$ cat config.mk
export PLATFORM = sky130hd
export DESIGN_NAME = ppe_grant_dec
export DESIGN_NICKNAME = d
export VERILOG_FILES = /design/src/rtl/ppe_grant_dec.sv
export SDC_FILE = /design/constraint.sdc
export NUM_CORES = 2
export LEC_CHECK = 0
export CAP_MARGIN = 20
export CORE_AREA = 2 2 410 412
export DETAILED_ROUTE_END_ITERATION = 8
export DIE_AREA = 0 0 412 414
export SYNTH_ARGS = -nofsm -noshare
export SYNTH_HDL_FRONTEND = slang
export SYNTH_SLANG_ARGS = --single-unit
$ cat constraint.sdc
create_clock -name clk -period 4.7 [get_ports clk]
set_input_delay 0.94 -clock clk [delete_from_list [all_inputs] [get_ports clk]]
set_output_delay 0.94 -clock clk [all_outputs]
set_load 0.03 [all_outputs]
$ cat src/rtl/ppe_grant_dec.sv
// Grant-side decoder for the registered programmable priority encoder.
// Registers the encoder winner as a one-hot grant and holds it until the requester handshakes.
// On release it returns the rotated pointer to the encoder's P_enc input.
// Ports:
//   clk, rst_n                        clock, async active-low reset
//   enc_value, enc_valid              encoder result
//   ptr_out                           rotated priority pointer
//   grant, gnt_idx, gnt_valid         grant outputs
//   gnt_ready                         requester accept
//   gnt_timeout                       timeout pulse (PPE_DEC_TIMEOUT_EN only)
// Optional feature: PPE_DEC_TIMEOUT_EN adds a grant timeout.
module ppe_grant_dec #(
  parameter int W       = 1024,
  parameter int LOG2W   = 10,
  parameter int ENC_LAT = 2,
  parameter int TIMEOUT = 255
) (
  input  logic             clk,
  input  logic             rst_n,
  input  logic [LOG2W-1:0] enc_value,
  input  logic             enc_valid,
  output logic [LOG2W-1:0] ptr_out,
  output logic [W-1:0]     grant,
  output logic [LOG2W-1:0] gnt_idx,
  output logic             gnt_valid,
  input  logic             gnt_ready
`ifdef PPE_DEC_TIMEOUT_EN
  ,
  output logic             gnt_timeout
`endif
);

  typedef enum logic [1:0] {
    IDLE,
    GRANT,
    FLUSH
  } state_t;

  localparam int CW = (ENC_LAT > 0) ? $clog2(ENC_LAT + 1) : 1;

  state_t           r_state, w_state_nxt;
  logic [CW-1:0]    r_cnt, w_cnt_nxt;
  logic [W-1:0]     r_grant, w_grant_nxt;
  logic [LOG2W-1:0] r_idx, w_idx_nxt;
  logic             r_valid, w_valid_nxt;
  logic [LOG2W-1:0] r_ptr, w_ptr_nxt;
  logic             w_hs;
  logic             w_expire;

  assign w_hs = (r_state == GRANT) && r_valid && gnt_ready;

`ifdef PPE_DEC_TIMEOUT_EN
  localparam int TW = $clog2(TIMEOUT + 1);

  logic [TW-1:0] r_wait, w_wait_nxt;
  logic          r_to;

  // Expire on the TIMEOUT-th GRANT edge without a handshake;
  // a simultaneous handshake takes precedence.
  assign w_expire = (r_state == GRANT) && !w_hs &&
                    (r_wait == TW'(TIMEOUT - 1));

  always_comb begin
    w_wait_nxt = r_wait;
    if (r_state == IDLE && enc_valid)
      w_wait_nxt = '0;
    else if (r_state == GRANT && !w_hs)
      w_wait_nxt = r_wait + 1'b1;
  end

  always_ff @(posedge clk or negedge rst_n) begin
    if (!rst_n) begin
      r_wait <= '0;
      r_to   <= 1'b0;
    end else begin
      r_wait <= w_wait_nxt;
      r_to   <= w_expire;
    end
  end

  assign gnt_timeout = r_to;
`else
  assign w_expire = 1'b0;
`endif

  always_comb begin
    w_state_nxt = r_state;
    w_cnt_nxt   = r_cnt;
    w_grant_nxt = r_grant;
    w_idx_nxt   = r_idx;
    w_valid_nxt = r_valid;
    w_ptr_nxt   = r_ptr;
    unique case (r_state)
      IDLE: begin
        if (enc_valid) begin
          w_grant_nxt            = '0;
          w_grant_nxt[enc_value] = 1'b1;
          w_idx_nxt              = enc_value;
          w_valid_nxt            = 1'b1;
          w_state_nxt            = GRANT;
        end
      end
      GRANT: begin
        if (w_hs || w_expire) begin
          w_grant_nxt = '0;
          w_valid_nxt = 1'b0;
          // Natural LOG2W-bit wrap gives modulo W
          w_ptr_nxt   = r_idx + 1'b1;
          if (ENC_LAT == 0) begin
            w_state_nxt = IDLE;
          end else begin
            w_cnt_nxt   = CW'(ENC_LAT);
            w_state_nxt = FLUSH;
          end
        end
      end
      FLUSH: begin
        // Drop results computed with the stale pointer
        w_cnt_nxt = r_cnt - 1'b1;
        if (r_cnt == CW'(1))
          w_state_nxt = IDLE;
      end
      default: begin
        w_state_nxt = IDLE;
      end
    endcase
  end

  always_ff @(posedge clk or negedge rst_n) begin
    if (!rst_n) begin
      r_state <= IDLE;
      r_cnt   <= '0;
      r_grant <= '0;
      r_idx   <= '0;
      r_valid <= 1'b0;
      r_ptr   <= '0;
    end else begin
      r_state <= w_state_nxt;
      r_cnt   <= w_cnt_nxt;
      r_grant <= w_grant_nxt;
      r_idx   <= w_idx_nxt;
      r_valid <= w_valid_nxt;
      r_ptr   <= w_ptr_nxt;
    end
  end

  assign grant     = r_grant;
  assign gnt_idx   = r_idx;
  assign gnt_valid = r_valid;
  assign ptr_out   = r_ptr;

endmodule

==> flow_metrics.py <==
metrics = {
    "outcome": {
        "status": "finished, final reports clean",
    },
    "synthesis": {
        "synth_top_cell_by_area": "dfrtp_1",
        "synthesis.area_um2": 38000,
        "synth.area.top_cells": "dfrtp_1, o2bb2ai_1, buf_2, clkbuf_1, buf_6",
        "ys_seq_area_share_pct": 69.2,
        "synth_cell_types": 38,
        "synth_seq_cells": 1049,
        "ys.flop_type": "dfrtp_1",
        "synth_top_area_share_pct": 69.2,
        "synth.avg_cell_area_um2": 14.7,
        "async_flop_share_pct": 100,
        "syn_inst": 2583,
        "synth.most_common_cell": "dfrtp_1",
        "synth_edf_count": 0,
        "netlist_top_cells_count": "dfrtp_1, o2bb2ai_1, clkbuf_1",
        "yosys_warnings": 0,
        "synthesis.nets": 2599,
    },
    "sta": {
        "maxSlewHeadroom_pct": 23.4,
        "finalClockSkew_ns": 0.0336,
        "fin_crit_sh_pct": 70.0,
        "setup_slack_ns": 1.41,
        "final_max_slew_viol_count": 0,
        "fin_crit_ns": 3.29,
        "setup_viol": 0,
        "rsz0062_at_grt": "no",
        "finalHoldViolations": 0,
        "worst_slew_pin_slew_ns": 1.15,
        "fmax_mhz": 304,
        "setup_tns_ns": 0,
    },
    "floorplan": {
        "die_h_um": 414,
        "rows": 150,
        "start_util_pct": 22.8,
        "ios": 1059,
        "die_area_um2": 171000,
        "die_w_um": 412,
        "core_um2": 166000,
    },
    "worst_hold_path": {
        "hold_path_class": "input port to asynchronous set/reset pin",
    },
    "global_routing": {
        "grt_pass1_vias": 29025,
        "grt.total_usage_pct": 20.0,
        "antenna_found_initial": 11,
        "grt_overflow": 0,
        "grt_pass1_wl_um": 243000,
        "grt_start_max_net_pins": 154,
    },
    "drt": {
        "drt_first_pass_iters": 5,
        "drc": 0,
        "ant_nets": 0,
        "vias_per_cell": 4.93,
        "first_iter_violations": 2579,
        "vias": 28784,
        "routedWlPerCell_um": 30.1,
        "wirelength_um": 176000,
    },
    "placed_design": {
        "placed_area_um2": 51300,
        "place_inst": 5637,
        "place.gp.congestion": 0.801,
        "numPortBuffers": 1058,
        "hpwl_um": 116000,
        "dp_slack_ns": 0.710,
    },
    "clock_tree": {
        "ctsHtreeMaxLevel": 3,
        "cts_tree": "built",
        "clockRootBuffer": "clkbuf_16",
        "clockBufferDepth": 3,
        "clk_pin_slew_worst_paths_ns": 0.06,
        "cts_buffers": 112,
        "clock_sinks": 1049,
        "post_cts_buffers": 0,
        "worstSkewPairLatency_ns": 0.74,
        "cts_hold_buf": 0,
        "ctsResizeCount": 0,
    },
    "setup_path": {
        "worst_ep_required_time_ns": 5.34,
        "start_kind": "input port",
        "worst-setup-path-type": "input port to register",
        "worstPathArrival_ns": 3.93,
        "endpoint_kind": "register",
        "path_max_fanout": 20,
    },
    "cells_and_area": {
        "fin_nets": 3564,
        "drive_above_1_share_pct": 10.1,
        "final_cells": 5843,
        "area_growth_pct": 45.1,
        "final.fill_count": 16390,
        "design_area_um2": 55100,
    },
    "job": {
        "maxCapViolCount": 0,
    },
    "pwr": {
        "swShare_pct": 30.0,
        "netSwitchingPower_w": 0.00644,
        "intPower_w": 0.0150,
        "power_w": 0.0215,
        "power_frac_seq_pct": 43.5,
        "power.leakage_nw": 22.1,
        "vdd_drop_max_mv": 0.340,
        "powerDensity_nw_per_um2": 390,
        "power_frac_comb_pct": 14.4,
        "clockPowerShare_pct": 42.2,
    },
}
[worst paths after layout]
check | from | to | slack [ns] | cells past startpoint
min in group clk | grant[559]$_DFFE_PN0P_ | grant[559]$_DFFE_PN0P_ | 0.48 | 1
worst min register to register | grant[559]$_DFFE_PN0P_ | grant[559]$_DFFE_PN0P_ | 0.48 | 1
worst min-delay path | rst_n | grant[640]$_DFFE_PN0P_ | 0.29 | 1
worst max-delay path | enc_value[8] | grant[1016]$_DFFE_PN0P_ | 1.41 | 5
max in group asynchronous | rst_n | grant[451]$_DFFE_PN0P_ | 3.00 | 2
worst max register to register | r_state[1]$_DFFE_PN0P_ | grant[492]$_DFFE_PN0P_ | 1.89 | 6
[sequential cells by signal, indices dropped and copies added, names as in the netlist]
| register | cells |
|---|---|
| grant | 1024 |
| gnt_valid | 1 |
| gnt_idx | 10 |
| r_cnt | 2 |
| r_state | 2 |
| ptr_out | 10 |
[worst max-delay path: stages]
cell and delay, ns:
clkdlybuf4s50_1 0.86, and3_1 0.72, nand2_2 0.73, buf_4 0.46
o2bb2ai_1 0.16
[routing by layer]
| metal | GRT usage [%] | wire (µm) |
|---|---|---|
| met1 | 25.2 | 71800 |
| met2 | 33.1 | 85200 |
| met3 | 4.26 | 11400 |
| met4 | 8.23 | 7210 |
| met5 | 0 | 28 |
[final cells by class]
type	instances	area, µm²	share of cell area, %
Tap cell	2204	2760	5.01
Inverter	2	7.51	0.0136
Clock inverter	51	596	1.08
Clock buffer	153	3180	5.77
Timing Repair Buffer	1173	11800	21.4
Antenna cell	1	2.50	0.00455
Sequential cell	1049	26300	47.7
Multi-Input combinational cell	1210	10500	19.0
[cell families (layout without fill, tap and decap cells)]
group / after synthesis / in the layout / share of synthesized area, %
AO/OA/AOI/OAI: 1042 / 1042 / 24.0
XOR/XNOR: 3 / 3 / 0.0692
adder cells (fa/ha/maj): 2 / 2 / 0.0659
buffers and inverters: 324 / 1379 / 4.13
flip-flops: 1049 / 1049 / 69.2
multiplexers: 8 / 8 / 0.237
other: 0 / 1 / 0
AND/OR/NAND/NOR: 155 / 155 / 2.38
[per-stage QoR]
stage / util [%] / hold slack [ns]
2_1_floorplan: - / 0.466
3_3_place_gp: 30.8 / 0.465
3_5_place_dp: 30.8 / 0.468
4_1_cts: 33.1 / 0.230
5_1_grt: 33.1 / 0.290
6_report: 33.1 / 0.293
[power by group through the flow]
stage,registers (W),clock network (W),logic (W)
floorplan,0.00964,0,0.00171
global placement,0.00948,0,0.00308
detailed placement,0.00949,0,0.00307
CTS,0.00933,0.00924,0.00308
global route,0.00934,0.00959,0.00326
finish,0.00933,0.00905,0.00308
[cell usage in the layout (no fill, tap or decap), types with 8 or more instances in the layout]
cell	n
clkbuf_16	112
o2bb2ai_1	1016
mux2_2	8
buf_4	88
clkinv_2	26
clkdlybuf4s50_1	1057
o21ai_0	8
buf_12	27
dfrtp_1	1049
nand3_1	13
nand3_4	27
nand2_2	16
bufinv_16	8
nand4_1	10
clkbuf_1	19
a32o_1	8
nand2_1	41
clkbuf_8	22
Power figures use the tool's default switching activity.
